===== config.mk =====
export PLATFORM = sky130hd
export DESIGN_NAME = irq_trap_seq
export DESIGN_NICKNAME = d
export VERILOG_FILES = /design/src/rtl/kreacher_irq_pkg.sv /design/src/rtl/irq_prio_enc.sv /design/src/rtl/irq_trap_seq.sv
export SDC_FILE = /design/constraint.sdc
export NUM_CORES = 1
export LEC_CHECK = 0
export CAP_MARGIN = 15
export CORE_MARGIN = 4
export CORE_UTILIZATION = 42
export CTS_CLUSTER_DIAMETER = 80
export DETAILED_ROUTE_END_ITERATION = 10
export GPL_TIMING_DRIVEN = 0
export PLACE_DENSITY_LB_ADDON = 0.05
export SYNTH_ARGS = -nofsm -noshare
export SYNTH_HDL_FRONTEND = slang
export SYNTH_SLANG_ARGS = --single-unit

===== constraint.sdc =====
create_clock -name clk -period 3.8 [get_ports clk]
set_input_delay 0.95 -clock clk [delete_from_list [all_inputs] [get_ports clk]]
set_output_delay 0.95 -clock clk [all_outputs]
set_load 0.005 [all_outputs]

===== src/rtl/kreacher_irq_pkg.sv =====
// Shared definitions for the interrupt trap-entry sequencer: state encoding,
// mcause layout helpers and vector-table geometry.
package kreacher_irq_pkg;

  typedef enum logic [2:0] {
    ST_IDLE    = 3'd0,
    ST_SAVE    = 3'd1,
    ST_VECTOR  = 3'd2,
    ST_ACK     = 3'd3,
    ST_SERVICE = 3'd4
  } irq_state_e;

  localparam int DEFAULT_CAUSE_BASE = 16;
  localparam int VEC_STRIDE         = 4;

  // The interrupt flag in mcause always sits in the top bit of the register.
  function automatic int mcause_int_bit(input int xlen);
    return xlen - 1;
  endfunction

endpackage


===== src/rtl/irq_prio_enc.sv =====
// Combinational fixed-priority encoder: the lowest set index wins.
module irq_prio_enc #(
  parameter int N   = 4,
  parameter int IDW = 2
) (
  input  logic [N-1:0]   req,
  output logic           valid,
  output logic [IDW-1:0] id
);

  always_comb begin
    valid = |req;
    id    = '0;
    // Scan downwards so the lowest set index is the final assignment.
    for (int i = N - 1; i >= 0; i--) begin
      if (req[i]) id = IDW'(i);
    end
  end

endmodule


===== src/rtl/irq_trap_seq.sv =====
// Interrupt arbitration and trap-entry sequencer: picks the highest-priority
// enabled request, writes mepc/mcause, loads the vector PC and acknowledges.
module irq_trap_seq
  import kreacher_irq_pkg::*;
#(
  parameter int NUM_IRQ     = 4,
  parameter int XLEN        = 64,
  parameter int VECTORED    = 1,
  parameter int CAUSE_BASE  = DEFAULT_CAUSE_BASE,
  parameter int ACK_TIMEOUT = 16,
  localparam int IDW        = (NUM_IRQ > 1) ? $clog2(NUM_IRQ) : 1
) (
  input  logic               clk,
  input  logic               a_reset_l,
  input  logic [NUM_IRQ-1:0] irq_req,
  input  logic [NUM_IRQ-1:0] irq_mask,
  input  logic               mie_global,
  input  logic               insn_boundary,
  input  logic               mret,
  input  logic [XLEN-1:0]    mtvec,
  input  logic [XLEN-1:0]    pc_curr,
  output logic               trap_take,
  output logic               csr_mepc_we,
  output logic [XLEN-1:0]    csr_mepc_wdata,
  output logic               csr_mcause_we,
  output logic [XLEN-1:0]    csr_mcause_wdata,
  output logic               pc_load_en,
  output logic [XLEN-1:0]    pc_load_val,
  output logic [NUM_IRQ-1:0] irq_ack,
  output logic               in_service,
  output logic [IDW-1:0]     active_id,
  output logic               ack_timeout_err
);

  localparam int CW      = $clog2(ACK_TIMEOUT + 1);
  localparam int INT_BIT = mcause_int_bit(XLEN);

  irq_state_e        state_q, state_d;
  logic [IDW-1:0]    id_q, id_d;
  logic [XLEN-1:0]   pc_q, pc_d;
  logic [XLEN-1:0]   vec_q, vec_d;
  logic [CW-1:0]     cnt_q, cnt_d;
  logic              err_q, err_d;

  logic [NUM_IRQ-1:0] pending;
  logic               win_vld;
  logic [IDW-1:0]     win_id;
  logic [XLEN-1:0]    vec_off;
  logic [XLEN-1:0]    cause_val;
  logic               unused_mtvec_lo;

  assign pending         = irq_req & irq_mask;
  assign unused_mtvec_lo = ^mtvec[1:0];

  irq_prio_enc #(.N(NUM_IRQ), .IDW(IDW)) u_prio (
    .req   (pending),
    .valid (win_vld),
    .id    (win_id)
  );

  always_ff @(posedge clk) begin
    if (!a_reset_l) begin
      state_q <= ST_IDLE;
      id_q    <= '0;
      pc_q    <= '0;
      vec_q   <= '0;
      cnt_q   <= '0;
      err_q   <= 1'b0;
    end else begin
      state_q <= state_d;
      id_q    <= id_d;
      pc_q    <= pc_d;
      vec_q   <= vec_d;
      cnt_q   <= cnt_d;
      err_q   <= err_d;
    end
  end

  always_comb begin
    vec_off = (VECTORED != 0) ? XLEN'(id_q) * XLEN'(VEC_STRIDE) : '0;
  end

  always_comb begin
    state_d = state_q;
    id_d    = id_q;
    pc_d    = pc_q;
    vec_d   = vec_q;
    cnt_d   = cnt_q;
    err_d   = 1'b0;
    case (state_q)
      ST_IDLE: begin
        if (win_vld && mie_global && insn_boundary) begin
          id_d    = win_id;
          pc_d    = pc_curr;
          state_d = ST_SAVE;
        end
      end
      ST_SAVE: begin
        // Vector is registered here so pc_load_val never depends on inputs.
        vec_d   = {mtvec[XLEN-1:2], 2'b00} + vec_off;
        state_d = ST_VECTOR;
      end
      ST_VECTOR: begin
        cnt_d   = '0;
        state_d = ST_ACK;
      end
      ST_ACK: begin
        cnt_d = cnt_q + 1'b1;
        if (!irq_req[id_q]) begin
          state_d = ST_SERVICE;
        end else if (cnt_q == CW'(ACK_TIMEOUT - 1)) begin
          err_d   = 1'b1;
          state_d = ST_SERVICE;
        end
      end
      ST_SERVICE: begin
        if (mret) state_d = ST_IDLE;
      end
      default: state_d = ST_IDLE;
    endcase
  end

  always_comb begin
    cause_val          = XLEN'(CAUSE_BASE) + XLEN'(id_q);
    cause_val[INT_BIT] = 1'b1;
  end

  always_comb begin
    trap_take        = 1'b0;
    csr_mepc_we      = 1'b0;
    csr_mepc_wdata   = '0;
    csr_mcause_we    = 1'b0;
    csr_mcause_wdata = '0;
    pc_load_en       = 1'b0;
    pc_load_val      = '0;
    irq_ack          = '0;
    in_service       = 1'b0;
    case (state_q)
      ST_SAVE: begin
        trap_take        = 1'b1;
        csr_mepc_we      = 1'b1;
        csr_mepc_wdata   = pc_q;
        csr_mcause_we    = 1'b1;
        csr_mcause_wdata = cause_val;
      end
      ST_VECTOR: begin
        trap_take   = 1'b1;
        pc_load_en  = 1'b1;
        pc_load_val = vec_q;
      end
      ST_ACK: begin
        trap_take      = 1'b1;
        irq_ack[id_q]  = 1'b1;
      end
      ST_SERVICE: in_service = 1'b1;
      default: ;
    endcase
  end

  assign active_id       = id_q;
  assign ack_timeout_err = err_q;

endmodule

# Word-level counts from Yosys, hierarchy flattened
# Index checks and enable logic that the tools add are counted.
totals:
  mem_bits_rw: 0
  rom_bits: 0
  ff_bits: 139
  out_inout_bits: 204
  latch_bits: 0
  memories: 0
  word_cells: 53
  input_bits: 141
classes:
  n_bitwise: 1
  n_lt_le_gt_ge: 2
  mux: 23
  n_shift: 0
  add_sub_neg: 3
  n_div: 0
  eq_ne: 8
  mul: 0
  n_reduce_logical: 10
ops:
  columns: ["operator", "count"]
  rows:
  - ["$mux W64", 3]
  - ["$add A64 B4 Y64", 1]
  - ["$pmux W3 S5", 1]
  - ["$mux W3", 4]
  - ["$pmux W5 S2", 1]
  - ["$mux W2", 4]
  - ["$mux W1", 7]
  - ["$add A5 B2 Y6 const A", 1]
  - ["$eq A3 B2 Y1 const B", 2]
  - ["$reduce_and A3 Y1", 2]
  - ["$add A5 B1 Y5 const B", 1]
  - ["$eq A5 B4 Y1 const B", 1]
  - ["$and A4 B4 Y4", 1]
  - ["$mux W4", 1]
  - ["$ne A2 B2 Y1 const B", 2]
  - ["$reduce_or A4 Y1", 1]
  - ["$eq A3 B1 Y1 const B", 1]
  - ["$eq A3 B3 Y1 const B", 1]
  - ["$logic_and A1 B1 Y1", 3]
  - ["$logic_not A3 Y1", 1]
  - ["$lt A2 B3 Y1 const B", 1]
  - ["$ne A3 B3 Y1 const B", 1]
  - ["$reduce_or A3 Y1", 1]
  - ["$bmux W1 S2", 1]
  - ["other kinds (4)", 4]

# Longest topological paths before layout
# Gate-level depths: netlist of run 1.
logic_depth:
  ltp_word: 6
  depth_mapped: 9
  depth_no_buf: 8

# Cells and area by module
# A second synthesis of run 1 with hierarchy kept.
hier_totals:
  cells_unflattened: 1008
  area_unflattened_um2: 7622.3
modules_own_cells:
  columns: ["module", "n_inst", "area_each_um2", "seq_area_each_um2", "cells_each"]
  rows:
  - ["irq_trap_seq", 1, 7587.3, 2742.6, 1001]
  - ["irq_prio_enc", 1, 35.0, 0.0, 7]

# Worst setup path after synthesis of run 1
# No wires, ideal clock.
synth_timing:
  kind: "in2reg"
  startpoint: "input mtvec[2]"
  endpoint: "register vec_q[46]"
  required_time_ps: 3726
  setup_time_ps: 74
  stages: 8
  t_arrival_ps: 2922
  n_path_buf: 0
  path_slack_ps: 804
  cell_sequence: "ha_1 -> fa_1 -> nand4_4 -> nor4_4 -> nand2_2 -> or3_4 -> or3_1 -> a31oi_1"
synth_via:
  elab_chain_cells: 1
synth_rtl:
  columns: ["item", "line_no", "source"]
  rows:
  - ["start, declared", "irq_trap_seq.sv:20", "input logic [XLEN-1:0] mtvec,"]
  - ["$add A64 B4 Y64", "irq_trap_seq.sv:100", "vec_d = {mtvec[XLEN-1:2], 2'b00} + vec_off;"]
  - ["end signal, assigned", "irq_trap_seq.sv:73", "vec_q <= vec_d;"]
  - ["end, declared", "irq_trap_seq.sv:41", "logic [XLEN-1:0] vec_q, vec_d;"]
# Every way passes these cells.
# A chain may end at the register's enable or synchronous reset.

# Worst setup path after layout of run 1
layout_timing:
  startpoint: "register state_q[1]"
  endpoint: "output csr_mcause_wdata[4]"
layout_via:
  elab_chain_cells: 2
layout_rtl:
  columns: ["item", "line_no", "source"]
  rows:
  - ["start, declared", "irq_trap_seq.sv:38", "irq_state_e state_q, state_d;"]
  - ["start signal, assigned", "irq_trap_seq.sv:70", "state_q <= state_d;"]
  - ["$eq A3 B1 Y1", "irq_trap_seq.sv:138", "case (state_q)"]
  - ["$mux W64", "irq_trap_seq.sv:138", null]
  - ["end, declared", "irq_trap_seq.sv:26", "output logic [XLEN-1:0] csr_mcause_wdata,"]
# Every way passes these cells.

==> impl_metrics.py, run 1 <==
metrics = {
    "run_status": {
        "status": "finished, final reports clean",
    },
    "routing": {
        "routed_via_density": 4.81,
        "drt_iter0_drc": 295,
        "vias": 7617,
        "routed_wl_mm": 24.6,
        "drc": 0,
        "wl_per_cell_um": 15.5,
        "firstDrtPassIters": 5,
        "ant_nets": 0,
    },
    "grt": {
        "grt_first_pass_wirelength_mm": 37.9,
        "track_usage_pct": 23.7,
        "grt_max_degree": 17,
        "grt_overflow_total": 0,
        "antenna_found_initial": 1,
        "grt_pass1_vias": 7203,
    },
    "setup_path": {
        "cp_max_fo": 13,
        "r2r-start": "active_id[0]",
        "r2r_slack_ns": 0.66,
        "cp.arrival_ns": 2.70,
        "reg2reg_depth": 8,
        "cp-end-kind": "output pin",
        "start_kind": "flip-flop",
        "r2r-end": "vec_q[52]",
        "required_ns": 2.85,
        "crit_type": "reg -> out",
    },
    "worst_hold_path": {
        "hold_path_class": "reg -> reg",
        "min_from": "pc_q[28]",
        "min_path_cells": 2,
        "hold-path-endpoint": "pc_q[28]",
    },
    "place": {
        "numPortBuffers": 280,
        "gp_congestion": 0.847,
        "hpwlAfterDp_mm": 18.7,
        "dp.cells": 1551,
    },
    "cts": {
        "clk_latency_ns": 0.42,
        "clock_path_buffers": 2,
        "cts_tree": "built",
        "clk_pin_slew_ns": 0.06,
        "cts_root_buf": "clkbuf_16",
        "clkSinkCount": 137,
        "postCtsSetupBuffers": 0,
        "numCtsBuffers": 17,
        "htreeDepth": 4,
        "cts_hold_buf": 0,
    },
    "flow_run": {
        "cap_violations": 0,
    },
    "yosys": {
        "yosysSeqAreaShare_pct": 36.9,
        "synthDistinctLibCells": 46,
        "syn_area_per_cell_sq_um": 7.54,
        "yosysWarnings": 0,
        "synth_seq_cells": 137,
        "netlist_area_sq_um": 7430,
        "netlist_instances": 985,
    },
    "timing": {
        "finalSetupViolations": 0,
        "finalHoldViolations": 0,
        "rsz0062_at_grt": "yes",
        "worstMarginPinSlew_ns": 1.00,
        "min_period_ns": 3.65,
        "skew_ns": 0.0101,
        "finalCritPeriodShare_pct": 96.0,
        "setup_tns_ns": 0,
        "slew-limit-headroom_pct": 32.7,
        "drv_slew": 0,
        "fmax_mhz": 274,
    },
    "floorplanning": {
        "rows": 48,
        "die_x_um": 141,
        "initial_core_util_pct": 43.0,
        "die_area_sq_um": 19900,
        "pin_count": 345,
        "die_h_um": 141,
        "coreArea_sq_um": 17300,
    },
    "final_layout": {
        "nets": 1491,
        "area_growth_pct": 53.7,
        "drive_gt1_share_pct": 8.91,
        "final_cell_count_no_fill": 1584,
        "nFillCells": 1592,
    },
    "power": {
        "ir_drop_mv": 0.323,
        "p_leak_nw": 4.54,
        "total_power_w": 0.00512,
        "power_density_nw_per_um2": 448,
    },
}
final cells by class:
cell class | count | area, sq um | area share, %
clock buffer | 23 | 488 | 4.27
tap | 225 | 282 | 2.46
multi-input combinational | 760 | 4110 | 36.0
buffer | 134 | 774 | 6.78
clock inverter | 9 | 161 | 1.41
sequential | 137 | 2740 | 24.0
inverter | 15 | 56.3 | 0.493
timing repair buffer | 280 | 2800 | 24.5
antenna | 1 | 2.50 | 0.0219
synthesized netlist by cell type, drive strengths merged:
master	count	area share [%]
and3	69	5.8
nand4	17	1.8
nand4bb	1	0.15
a211oi	13	1.3
a31oi	2	0.17
o21ai	51	3.4
xnor2	43	5.1
buf	71	6.9
and4	2	0.25
inv	15	0.76
or4	1	0.10
and2	68	5.7
mux4	1	0.30
nand2	162	8.2
dfxtp	137	37
o211ai	1	0.10
or3	5	0.49
or2	1	0.084
nor3	22	1.5
xor2	16	1.9
nor2	47	2.4
nand3	29	2.0
nor4	14	1.5
nor3b	3	0.30
fa	1	0.27
a221oi	1	0.12
a21oi	115	7.7
a31o	1	0.12
a21o	2	0.20
clkbuf	63	3.2
a22oi	2	0.20
conb	1	0.050
nor2b	2	0.17
ha	4	0.67
nand2b	2	0.17
per-layer routing:
layer / vias to the layer above / GRT usage (%) / wire (um)
met4: 0 / 7.60 / 554
met1: 3382 / 28.9 / 10400
met5: - / 0 / 0
met3: 39 / 6.41 / 1680
li1: 3933 / - / -
met2: 263 / 40.8 / 12000
timing repair:
item,4_1_cts,5_1_grt
resized for setup,10,13
endpoints found under the setup margin,66,89
pin swaps,0,0
cells in the final DEF (no fill, tap or decap), types with 14 or more instances in the layout:
cell type,count
clkbuf_1,53
a21oi_1,115
o21ai_0,51
xor2_1,16
buf_4,66
nor2_1,47
nand3_1,29
nand4_1,15
nand2_1,161
and2_1,67
nor3_1,22
conb_1,62
inv_1,14
xnor2_1,43
clkbuf_16,17
clkdlybuf4s50_1,280
and3_1,69
dfxtp_1,137
sequential cells by signal (all words and copies together) (netlist names):
name             cells
pc_q                64
vec_q               62
cnt_q                5
state_q              3
active_id            2
ack_timeout_err      1
report_power, final:
part	internal, W	switching (W)
Clock	0.00117	0.000645
Combinational	0.000648	0.000826
Sequential	0.00170	0.000127
cells by family after synthesis:
kind of cell             Yosys count  share of synthesized area, %
AND/OR/NAND/NOR                  445                          30.6
AO/OA/AOI/OAI                    188                          13.4
buffers and inverters            149                          10.8
flip-flops                       137                          36.9
XOR/XNOR                          59                          6.95
adder cells (fa/ha/maj)            5                         0.943
other                              1                        0.0505
multiplexers                       1                         0.303
how the worst max path moves through the flow:
stage,startpoint,end,slack (ns),cells after the start
global route,state_q[1],csr_mepc_wdata[10],-0.02,7
detailed placement,mtvec[3],vec_q[55],-0.006,10
floorplan,mtvec[2],vec_q[46],0.80,8
global placement,mtvec[3],vec_q[55],-0.02,10
CTS,state_q[1],csr_mepc_wdata[52],0.02,7
finish,state_q[1],csr_mcause_wdata[4],0.15,7
per-stage QoR:
stage | setup slack [ns] | utilization (%) | cell area [sq um] | hold WS, ns
after floorplan | 0.804 | - | 7660 | 0.432
after global placement | -0.0206 | 62.1 | 10700 | 0.438
after detailed placement | -0.00590 | 62.1 | 10700 | 0.442
after CTS | 0.0187 | 66.0 | 11400 | 0.450
after global routing | -0.0151 | 66.0 | 11400 | 0.465
final | 0.152 | 66.0 | 11400 | 0.448
critical path, stage by stage, from the launching register on:
cell	delay, ns
dfxtp_1	0.38
or3_1	0.36
clkbuf_1	0.19
inv_1	0.17
buf_2	0.27
clkbuf_4	0.29
buf_4	0.13
clkdlybuf4s50_1	0.49
No activity file was read; power rests on OpenSTA's default activity.
==> run 2: changes to the inputs <==
CORE_MARGIN = 2   (was 4)
==> run 2 against run 1 <==
Sequential share of layout area up 0.074 points. Via count unchanged. Power decreased by 1.9%. Global-route usage increased by 1.2 points. Clock power is 5% lower. Worst setup slack improved by 0.017 ns. Core utilization decreased by 0.20 points. Register-to-register slack improved by 0.09 ns. Clock skew is 0.00077 ns lower. Non-clock buffer count rose by 1. Critical path type unchanged. Largest power group unchanged. Highest routed layer unchanged.
==> impl_metrics.py, run 2 (synthesized netlist as in run 1, its figures left out) <==
metrics = {
    "run_status": {
        "status": "finished, final reports clean",
    },
    "cts": {
        "cts_tree": "built",
        "htreeDepth": 4,
        "clock_path_buffers": 2,
        "clk_pin_slew_ns": 0.06,
        "cts_root_buf": "clkbuf_16",
        "postCtsSetupBuffers": 0,
        "numCtsBuffers": 17,
        "clk_latency_ns": 0.42,
        "clkSinkCount": 137,
        "cts_hold_buf": 0,
    },
    "timing": {
        "finalCritPeriodShare_pct": 95.6,
        "finalWorstSetupSlack_ns": 0.169,
        "min_period_ns": 3.63,
        "slew-limit-headroom_pct": 53.9,
        "fmax_mhz": 275,
        "worstMarginPinSlew_ns": 0.686,
        "setup_tns_ns": 0,
        "drv_slew": 0,
        "skew_ns": 0.00936,
        "rsz0062_at_grt": "no",
        "finalHoldViolations": 0,
        "finalSetupViolations": 0,
    },
    "final_layout": {
        "drive_gt1_share_pct": 9.05,
        "final_common_cell": "clkdlybuf4s50_1",
        "multi_input_area_sq_um": 4110,
        "area_growth_pct": 53.2,
        "largest_register_ffs": 64,
        "n_antenna_cell": 0,
        "reg_top3": "pc_q (64), vec_q (62), cnt_q (5)",
        "regArea_sq_um": 2740,
        "fin_util_pct": 65.8,
        "nFillCells": 1587,
        "layout_common_cells": "clkdlybuf4s50_1, nand2_1, dfxtp_1, a21oi_1, and3_1",
        "top_register": "pc_q",
        "nets": 1492,
        "final_cell_count_no_fill": 1584,
    },
    "floorplanning": {
        "pin_count": 345,
        "die_h_um": 137,
        "die_area_sq_um": 18800,
        "coreArea_sq_um": 17300,
        "initial_core_util_pct": 43.0,
        "rows": 48,
        "die_x_um": 137,
    },
    "setup_path": {
        "cp-end-kind": "output pin",
        "reg2reg_depth": 8,
        "crit_type": "reg -> out",
        "required_ns": 2.85,
        "r2r-end": "vec_q[52]",
        "start_kind": "flip-flop",
        "cp_max_fo": 13,
        "r2r-start": "active_id[0]",
        "crit_path_max_incr_delay_ns": 0.49,
        "path_cells": "or3_1, clkbuf_1, inv_1, clkbuf_4, clkbuf_4, buf_4, clkdlybuf4s50_1",
        "r2r_slack_ns": 0.75,
        "cp.arrival_ns": 2.68,
        "crit_path_top_delay_cell": "clkdlybuf4s50_1",
        "cp_common_cell": "clkbuf_4",
    },
    "routing": {
        "vias": 7617,
        "routed_wl_mm": 24.0,
        "routed_via_density": 4.81,
        "firstDrtPassIters": 5,
        "wl_per_cell_um": 15.1,
        "drc": 0,
        "ant_nets": 0,
        "drt_iter0_drc": 341,
    },
    "worst_hold_path": {
        "hold_path_class": "reg -> reg",
        "min_from": "pc_q[60]",
        "hold-path-endpoint": "pc_q[60]",
        "min_path_cells": 2,
    },
    "place": {
        "hpwlAfterDp_mm": 18.2,
        "gp_congestion": 0.864,
        "numPortBuffers": 280,
        "pre_cts_ws_ns": 0.0258,
        "dp.cells": 1551,
    },
    "grt": {
        "grt_first_pass_wirelength_mm": 36.6,
        "grt_max_degree": 17,
        "grt_pass1_vias": 7082,
        "track_usage_pct": 24.9,
        "antenna_found_initial": 0,
        "grt_overflow_total": 0,
    },
    "power": {
        "power_density_nw_per_um2": 441,
        "total_power_w": 0.00502,
        "ir_drop_mv": 0.357,
        "p_leak_nw": 4.54,
    },
    "flow_run": {
        "cap_violations": 0,
    },
}
==> run 2: cell count changes in the layout (fill, tap and decap cells not counted), sizes merged <==
cell,before,now
clkinvlp,2,1
bufinv,4,3
buf,72,73
inv,16,18
clkbuf,85,80
diode,1,0
clkinv,2,7
==> run 2: layer usage <==
metal	part of all wire (%)	up-vias	track usage, %
met5	0	-	0
met4	1.8	0	8.08
met3	6.8	28	5.70
met2	49	253	42.9
met1	42	3415	30.6
li1	-	3921	-
==> run 2: report_power, final <==
part           leakage, nW  internal, W  switching [W]
clock network        0.301      0.00105       0.000666
logic                 3.12     0.000650       0.000829
registers             1.12      0.00170       0.000123
total                 4.54      0.00341        0.00162
==> run 2: worst max-delay path, delay by kind of cell (launching register included) <==
family | cells | cell delay, ns
buffers and inverters | 6 | 1.53
flip-flops | 1 | 0.37
AND/OR/NAND/NOR | 1 | 0.36
==> run 2: worst max-delay path by stage <==
stage,endpoint,startpoint,cells past startpoint
finish,csr_mcause_wdata[63],state_q[1],7
global route,csr_mcause_wdata[0],state_q[1],6
CTS,csr_mepc_wdata[26],state_q[1],7
detailed placement,csr_mepc_wdata[61],state_q[1],7
global placement,vec_q[52],mtvec[2],9
floorplan,vec_q[46],mtvec[2],8
==> run 2: layout make-up <==
cell class              instances  share of cell area (%)
inverters                      15                   0.495
repair buffers                281                    24.7
clock buffers                  18                    3.86
plain buffers                 134                    6.80
well taps                     225                    2.47
flip-flops and latches        137                    24.1
multi-input cells             760                    36.1
clock inverters                14                    1.49
==> run 2: repair_timing <==
item	CTS	global route
cloned	0	0
endpoints found under the setup margin	66	91
gates resized for setup	9	12
hold endpoints to repair	0	0
==> run 2: metrics by stage <==
stage               area, sq um  hold WS [ns]
floorplan                  7660         0.432
global placement          10700         0.437
detailed placement        10700         0.442
CTS                       11400         0.450
global route              11400         0.466
finish                    11400         0.449
